<file path="config.mk">
export PLATFORM = sky130hd
export DESIGN_NAME = cnu_min_sched
export DESIGN_NICKNAME = d
export VERILOG_FILES = /design/src/rtl/ldpc_min_pkg.sv /design/src/rtl/cnu_min_sched_fmig2k.sv /design/src/rtl/cnu_min_sched.sv
export SDC_FILE = /design/constraint.sdc
export NUM_CORES = 1
export LEC_CHECK = 0
export CELL_PAD_IN_SITES_DETAIL_PLACEMENT = 1
export CELL_PAD_IN_SITES_GLOBAL_PLACEMENT = 2
export CORE_MARGIN = 2
export CORE_UTILIZATION = 39
export CTS_CLUSTER_DIAMETER = 40
export CTS_CLUSTER_SIZE = 12
export DETAILED_ROUTE_END_ITERATION = 8
export PLACE_DENSITY = 0.84
export SYNTH_ARGS = -nofsm -noshare
export SYNTH_HDL_FRONTEND = slang
export SYNTH_HIERARCHICAL = 1
export SYNTH_SLANG_ARGS = --single-unit
</file>
<file path="constraint.sdc">
create_clock -name clk -period 11.81 [get_ports clk]
set_input_delay 2.362 -clock clk [delete_from_list [all_inputs] [get_ports clk]]
set_output_delay 2.362 -clock clk [all_outputs]
set_load 0.1 [all_outputs]
</file>
<file path="src/rtl/ldpc_min_pkg.sv">
// Shared types and magnitude helpers for the min-sum check-node stages.
// Used by the minimum scheduler and by the check-to-variable update stage.
package ldpc_min_pkg;

    typedef enum logic [1:0] {
        IDLE = 2'd0,
        P1   = 2'd1,
        P2   = 2'd2,
        OUT  = 2'd3
    } state_t;

    // Largest representable magnitude of a signed message of 'bits' bits.
    function automatic int maxmag(input int bits);
        return (1 << (bits - 1)) - 1;
    endfunction

    // |x| with the most negative code folded onto maxmag.
    function automatic int sat_abs(input int x, input int bits);
        if (x == -(1 << (bits - 1)))
            return maxmag(bits);
        else if (x < 0)
            return -x;
        else
            return x;
    endfunction

endpackage

</file>
<file path="src/rtl/cnu_min_sched_fmig2k.sv">
// FMIG2k: combinational 2**K-input signed minimum tree returning value and lane.
// On equal operands the higher lane wins at every level.
module fmig2k #(
    parameter int BITS = 8,
    parameter int K    = 3
) (
    input  logic [2**K-1:0][BITS-1:0] in_val,
    output logic [BITS-1:0]           min_val,
    output logic [K-1:0]              min_idx
);

    localparam int W = 2**K;

    logic [W-1:0][BITS-1:0] v;
    logic [W-1:0][K-1:0]    ix;

    // In-place pairwise reduction: node j of a level reads nodes 2j/2j+1 of the previous one.
    always_comb begin
        v = in_val;
        for (int i = 0; i < W; i++) ix[i] = K'(i);
        for (int l = 0; l < K; l++) begin
            for (int j = 0; j < (W >> (l + 1)); j++) begin
                if ($signed(v[2*j+1]) <= $signed(v[2*j])) begin
                    v[j]  = v[2*j+1];
                    ix[j] = ix[2*j+1];
                end else begin
                    v[j]  = v[2*j];
                    ix[j] = ix[2*j];
                end
            end
        end
        min_val = v[0];
        min_idx = ix[0];
    end

endmodule

</file>
<file path="src/rtl/cnu_min_sched.sv">
// Sequential check-node minimum scheduler: two passes of one shared min tree per beat,
// accumulating min1/min2/index/sign of a row and presenting it over valid/ready.
module cnu_min_sched
    import ldpc_min_pkg::*;
#(
    parameter int  BITS  = 8,
    parameter int  K     = 3,
    parameter int  BEATS = 4,
    localparam int W     = 2**K,
    localparam int BCW   = $clog2(BEATS),
    localparam int IB    = K + BCW
) (
    input  logic                   clk,
    input  logic                   rst_n,
    input  logic                   in_valid,
    output logic                   in_ready,
    input  logic [W-1:0][BITS-1:0] in_data,
    input  logic [W-1:0]           in_mask,
    input  logic                   in_last,
    output logic                   out_valid,
    input  logic                   out_ready,
    output logic [BITS-2:0]        out_min1,
    output logic [BITS-2:0]        out_min2,
    output logic [IB-1:0]          out_idx,
    output logic                   out_sign
);

    localparam logic [BITS-2:0] MAXMAG = (BITS-1)'(maxmag(BITS));

    state_t                 state_q, state_d;
    logic [W-1:0][BITS-1:0] data_q, data_d;
    logic [W-1:0]           mask_q, mask_d;
    logic                   last_q, last_d;
    logic [BCW-1:0]         bc_q, bc_d;
    logic [BITS-2:0]        c1_q, c1_d;
    logic [K-1:0]           cl_q, cl_d;
    logic [BITS-2:0]        acc1_q, acc1_d;
    logic [BITS-2:0]        acc2_q, acc2_d;
    logic [IB-1:0]          accidx_q, accidx_d;
    logic                   accsign_q, accsign_d;
    logic [BITS-2:0]        out_min1_q, out_min1_d;
    logic [BITS-2:0]        out_min2_q, out_min2_d;
    logic [IB-1:0]          out_idx_q, out_idx_d;
    logic                   out_sign_q, out_sign_d;

    logic [W-1:0][BITS-2:0] mag;
    logic [W-1:0][BITS-1:0] tree_in;
    logic [BITS-1:0]        tree_min;
    logic [K-1:0]           tree_idx;
    logic [BITS-2:0]        chunk_min;
    logic                   row_sign;

    // Masked lanes present MAXMAG so they never win; their sign does not count.
    always_comb begin
        row_sign = 1'b0;
        for (int i = 0; i < W; i++) begin
            mag[i]   = mask_q[i] ? (BITS-1)'(sat_abs(int'($signed(data_q[i])), BITS)) : MAXMAG;
            row_sign = row_sign ^ (data_q[i][BITS-1] & mask_q[i]);
        end
    end

    // Second pass knocks out the first-pass winner to expose the chunk's second minimum.
    always_comb begin
        for (int i = 0; i < W; i++) begin
            tree_in[i] = {1'b0, ((state_q == P2) && (K'(i) == cl_q)) ? MAXMAG : mag[i]};
        end
    end

    fmig2k #(
        .BITS (BITS),
        .K    (K)
    ) u_tree (
        .in_val  (tree_in),
        .min_val (tree_min),
        .min_idx (tree_idx)
    );

    // Operands are non-negative; a set MSB cannot occur but saturates rather than wraps.
    assign chunk_min = tree_min[BITS-1] ? MAXMAG : tree_min[BITS-2:0];

    always_comb begin
        state_d    = state_q;
        data_d     = data_q;
        mask_d     = mask_q;
        last_d     = last_q;
        bc_d       = bc_q;
        c1_d       = c1_q;
        cl_d       = cl_q;
        acc1_d     = acc1_q;
        acc2_d     = acc2_q;
        accidx_d   = accidx_q;
        accsign_d  = accsign_q;
        out_min1_d = out_min1_q;
        out_min2_d = out_min2_q;
        out_idx_d  = out_idx_q;
        out_sign_d = out_sign_q;
        in_ready   = 1'b0;
        out_valid  = 1'b0;
        case (state_q)
            IDLE: begin
                in_ready = 1'b1;
                if (in_valid) begin
                    data_d  = in_data;
                    mask_d  = in_mask;
                    last_d  = in_last;
                    state_d = P1;
                    if (bc_q == '0) begin
                        acc1_d    = MAXMAG;
                        acc2_d    = MAXMAG;
                        accidx_d  = '0;
                        accsign_d = 1'b0;
                    end
                end
            end
            P1: begin
                c1_d    = chunk_min;
                cl_d    = tree_idx;
                state_d = P2;
            end
            P2: begin
                // Strict compare keeps the earlier beat on cross-beat ties.
                if (c1_q < acc1_q) begin
                    acc2_d   = (acc1_q < chunk_min) ? acc1_q : chunk_min;
                    acc1_d   = c1_q;
                    accidx_d = {bc_q, cl_q};
                end else begin
                    acc2_d   = (acc2_q < c1_q) ? acc2_q : c1_q;
                end
                accsign_d = accsign_q ^ row_sign;
                if (last_q || (bc_q == BCW'(BEATS - 1))) begin
                    bc_d       = '0;
                    state_d    = OUT;
                    out_min1_d = acc1_d;
                    out_min2_d = acc2_d;
                    out_idx_d  = accidx_d;
                    out_sign_d = accsign_d;
                end else begin
                    bc_d    = bc_q + 1'b1;
                    state_d = IDLE;
                end
            end
            OUT: begin
                out_valid = 1'b1;
                if (out_ready) state_d = IDLE;
            end
            default: state_d = IDLE;
        endcase
    end

    always_ff @(posedge clk or negedge rst_n) begin
        if (!rst_n) begin
            state_q    <= IDLE;
            data_q     <= '0;
            mask_q     <= '0;
            last_q     <= 1'b0;
            bc_q       <= '0;
            c1_q       <= '0;
            cl_q       <= '0;
            acc1_q     <= MAXMAG;
            acc2_q     <= MAXMAG;
            accidx_q   <= '0;
            accsign_q  <= 1'b0;
            out_min1_q <= '0;
            out_min2_q <= '0;
            out_idx_q  <= '0;
            out_sign_q <= 1'b0;
        end else begin
            state_q    <= state_d;
            data_q     <= data_d;
            mask_q     <= mask_d;
            last_q     <= last_d;
            bc_q       <= bc_d;
            c1_q       <= c1_d;
            cl_q       <= cl_d;
            acc1_q     <= acc1_d;
            acc2_q     <= acc2_d;
            accidx_q   <= accidx_d;
            accsign_q  <= accsign_d;
            out_min1_q <= out_min1_d;
            out_min2_q <= out_min2_d;
            out_idx_q  <= out_idx_d;
            out_sign_q <= out_sign_d;
        end
    end

    assign out_min1 = out_min1_q;
    assign out_min2 = out_min2_q;
    assign out_idx  = out_idx_q;
    assign out_sign = out_sign_q;

endmodule

</file>
Word level (Yosys, flattened, before mapping):

Cells that the tools add are included.

* flip-flop bits (word level): 127
* word-level logic and storage cells: 173

* $add $sub $neg: 9
* magnitude comparators: 18
* eq/ne operators: 22
* multiplexer cells: 69
* bitwise logic cells: 16
* reduce and logical (&&, ||, !) cells: 17

Operators by type and width (count)
* 2-to-1 mux 7 bit: 46
* equality test 8 bit, second input constant: 8
* less-than comparator 8 x 1 -> 1 bit, second input constant: 8
* negation 7 bit: 8
* less-or-equal comparator 7 bit: 7
* case mux 7 bit (2 select lines): 2
* less-than comparator 7 bit: 3
* 2-to-1 mux 5 bit: 3
* equality test 3 bit, first input constant: 4
* 2-to-1 mux 2 bit: 6
* case mux 5 bit (2 select lines): 1
* bitwise AND 1 bit: 8
* logical AND 1 bit: 8
* 2-to-1 mux 1 bit: 8
* case mux 2 bit (4 select lines): 1
* bitwise XOR 1 bit: 8
* equality test 2 bit, second input constant: 3
* equality test 2 x 3 -> 1 bit, first input constant: 2
* != test 2 bit, second input constant: 3
* AND reduction 2 bit: 3
* logical NOT 2 bit: 2
* equality test 1 x 3 -> 1 bit, first input constant: 1
* logical NOT 3 bit: 1
* 2-to-1 mux 3 bit: 1
* 6 further kinds: 6

Longest topological paths before layout:

* depth after elaboration: 16
* gate-level depth with buffers: 44
* gate-level depth less buffers: 41

Cells and area by module:

Netlist, hierarchy kept.

By module, submodules not included
* cnu_min_sched: times used 1, cells an instance 727, area each 6956.7 um^2, sequential area each 3195.6 um^2
* fmig2k: times used 1, cells an instance 329, area each 2469.9 um^2, sequential area each 0.0 um^2

Least setup slack after synthesis:

OpenSTA, ideal clock, no wires.

* kind: register -> register
* start: register state_q[1]
* end: register out_min2_q[2] (netlist: out_min2[2])
* arrival time: 7.945 ns
* path slack: 3.771 ns
* cell stages (with the launch flop): 41
* path buffers: 2
* period minus slack after synthesis: 8.039 ns
* cell sequence: dfrtp_1 > nor2b_1 > nand2_1 > o21ai_0 > a31oi_1 > o211ai_1 > inv_1 > ha_1 > nor2b_1 > o21a_1 > o21ai_0 > a211oi_1 > nor2_2 > mux2_2 > ha_1 > nor2b_1 > o21a_1 > o21a_1 > (+5 left out) > nor2_1 > nor2_1 > ha_1 > nor2b_1 > o21a_1 > o21ai_0 > a21oi_1 > o21ai_0 > a31oi_1 > clkinv_1 > o31ai_1 > nor2_1 > ha_1 > a2111oi_2 > a32oi_4 > mux2i_1 > nor3_1 > a211oi_1

RTL lines
* start: declaration: RTL line cnu_min_sched.sv:30 `state_t state_q, state_d;`
* start signal: assignment: RTL line cnu_min_sched.sv:168 `state_q <= state_d;`
* end signal: assignment: RTL line cnu_min_sched.sv:180 `out_min2_q <= out_min2_d;`
* end: declaration: RTL line cnu_min_sched.sv:42 `logic [BITS-2:0] out_min2_q, out_min2_d;`

==> flow_metrics.env <==
export IMPL_yosysMostFrequentCell="nand2_1"
export IMPL_period_needed_ns=10.66
export IMPL_globalplace_congestion=0.842
export IMPL_worst_path_max_fanout=19
export IMPL_crit_arrival_ns=11.01
export IMPL_setup_viol=0
export IMPL_cp_required_ns=12.16
export IMPL_cts_hold_buf=0
export IMPL_hp_class="flip-flop to flip-flop"
export IMPL_clock_sinks=127
export IMPL_first_iter_violations=323
export IMPL_start_util=0.399
export IMPL_cts_max_path_buffers=2
export IMPL_design_die_area_um2=25400
export IMPL_num_rows=56
export IMPL_hold_viol=0
export IMPL_dp_hpwl_um=19900
export IMPL_cp_start_kind="flip-flop"
export IMPL_period_share=0.903
export IMPL_vias=7913
export IMPL_drc=0
export IMPL_grt_pass1_vias=8312
export IMPL_drv_cap=0
export IMPL_synth_top_area_cell="dfrtp_1"
export IMPL_io_buffer_count=98
export IMPL_maxSlewHeadroom=0.336
export IMPL_numCtsBuffers=17
export IMPL_max_stage_delay_ns=0.86
export IMPL_core_area_um2=23600
export IMPL_final_nets=1310
export IMPL_tns_ns=0
export IMPL_avgSynthCellArea_um2=8.93
export IMPL_grt_overflow_total=0
export IMPL_viasPerCell=5.34
export IMPL_postCtsSetupBuffers=0
export IMPL_synth_top_area_share=0.300
export IMPL_synthArstFlopShare=1.00
export IMPL_slew_violations=0
export IMPL_die_h_um=159
export IMPL_synthTopCellsByArea="dfrtp_1 (30%), ha_1 (11%), mux2_2 (7.4%)"
export IMPL_critPathSlowestCell="o31ai_1"
export IMPL_insertion_delay_ns=0.43
export IMPL_tightest_slew_ns=0.993
export IMPL_cts_reportedPaths_clkPinSlew_ns=0.07
export IMPL_cp_end_kind="flip-flop"
export IMPL_synthFlopType="dfrtp_1"
export IMPL_yosys_warnings=6
export IMPL_drt_total_wl_um=26000
export IMPL_wl_per_cell_um=17.5
export IMPL_grt_pass1_wl_um=43800
export IMPL_grt_use_total=0.212
export IMPL_drive_gt1_frac=0.119
export IMPL_fmax_ghz=0.0938
export IMPL_synth_cells=1056
export IMPL_antenna_found_initial=0
export IMPL_antenna_cells=0
export IMPL_cts_root_buffer="clkbuf_16"
export IMPL_finalCoreUtilization=0.478
export IMPL_crit_type="flip-flop to flip-flop"
export IMPL_synth_edf_count=0
export IMPL_finalClockSkew_ns=0.0121
export IMPL_cts_tree="built"
export IMPL_synth_seq_area_share=0.339
export IMPL_yosys_top_cells_count="nand2_1 (133), dfrtp_1 (113), inv_1 (88), o21ai_0 (85), ha_1 (83)"
export IMPL_cts_resized_gates=0
export IMPL_outcome="finished clean"
export IMPL_rsz0062_at_grt="no"
export IMPL_firstDrtPassIters=4
export IMPL_ios=99
export IMPL_grt_max_degree=75
export IMPL_h_tree_depth=4
export IMPL_ys_ff_latch=127
export IMPL_synthesis_area_um2=9430
export IMPL_drtAntennaViolNets=0
export IMPL_area_growth_pct=19.8
export IMPL_ys_types=69
export IMPL_die_w_um=159
## final timing paths
path                       startpoint          to  slack, ns  cells past startpoint
max in group asynchronous       rst_n  data_q[29]       8.39                      2
hold / removal             out_idx[4]  out_idx[4]       0.48                      2
min in group asynchronous       rst_n  data_q[42]       1.96                      1
hold reg to reg            out_idx[4]  out_idx[4]       0.48                      2
setup / recovery           state_q[1]   acc2_q[0]       1.15                     37
setup reg to reg           state_q[1]   acc2_q[0]       1.15                     37
## final cells by class
cell class / count / area, um^2
clock inverter: 14 / 135
timing repair buffer: 103 / 1020
sequential: 127 / 3200
inverter: 89 / 334
fill: 2798 / 12300
clock buffer: 18 / 429
tap: 319 / 399
multi-input combinational: 812 / 5780
## routing by layer
metal  part of all wire  wire length (um)  up-vias  global-route usage
li1                   -                 -     3943                   -
met2               0.46             12100      120               0.350
met1               0.49             12800     3824               0.291
met4              0.016               412        0              0.0525
met3              0.026               673       26              0.0305
met5                  0                 0        -                   0
## worst max-delay path, delay by kind of cell (launching register included)
| family | cells | cell delay (ns) |
|---|---|---|
| compound gates | 20 | 4.98 |
| flops | 1 | 0.42 |
| fa+ha+maj | 4 | 1.30 |
| buf+inv | 1 | 0.49 |
| mux | 1 | 0.31 |
| simple gates | 11 | 3.10 |
## cell families after synthesis
kind of cell / synth area share
AND/OR/NAND/NOR: 0.159
AO/OA/AOI/OAI: 0.206
buffers and inverters: 0.0538
flip-flops: 0.339
adder cells (fa/ha/maj): 0.110
multiplexers: 0.0942
XOR/XNOR: 0.0372
other: 0.000398
## stage by stage
step	worst slack (ns)	cells	hold slack [ns]	cell area, um^2
after floorplan	3.77	1068	0.466	9470
after global placement	1.80	1450	0.463	10700
after detailed placement	1.45	1450	0.469	10700
after CTS	1.36	1482	0.484	11300
after global routing	0.132	1482	0.520	11300
final	1.15	1482	0.479	11300
## cells in the final DEF, fill, tap and decap left out, drive strengths merged, types with 7 or more instances in the layout
cell type	instances
nor3	27
o21a	23
a22oi	7
nand3b	8
clkbuf	18
dfstp	14
nand4	8
clkinv	7
nand2	133
nand2b	19
o211ai	22
or2	7
nor2	60
ha	83
nor2b	15
clkdlybuf4s50	97
nand3	24
xor2	26
xnor2	14
mux2i	19
conb	13
mux2	62
o31ai	18
a31oi	10
inv	92
dfrtp	113
a21oi	35
a211oi	35
a21o	7
o21ai	91
## registers in the layout (all words and copies together), names as in the netlist, 2 cells and up
register  flops
out_min1      7
accidx_q      5
out_min2      7
out_idx       5
data_q       64
cl_q          3
mask_q        8
bc_q          2
acc2_q        7
c1_q          7
acc1_q        7
state_q       2
Power is left out: the tool's default activity adds up to more than one toggle a clock period on the data nets, which glitch-free logic cannot reach.
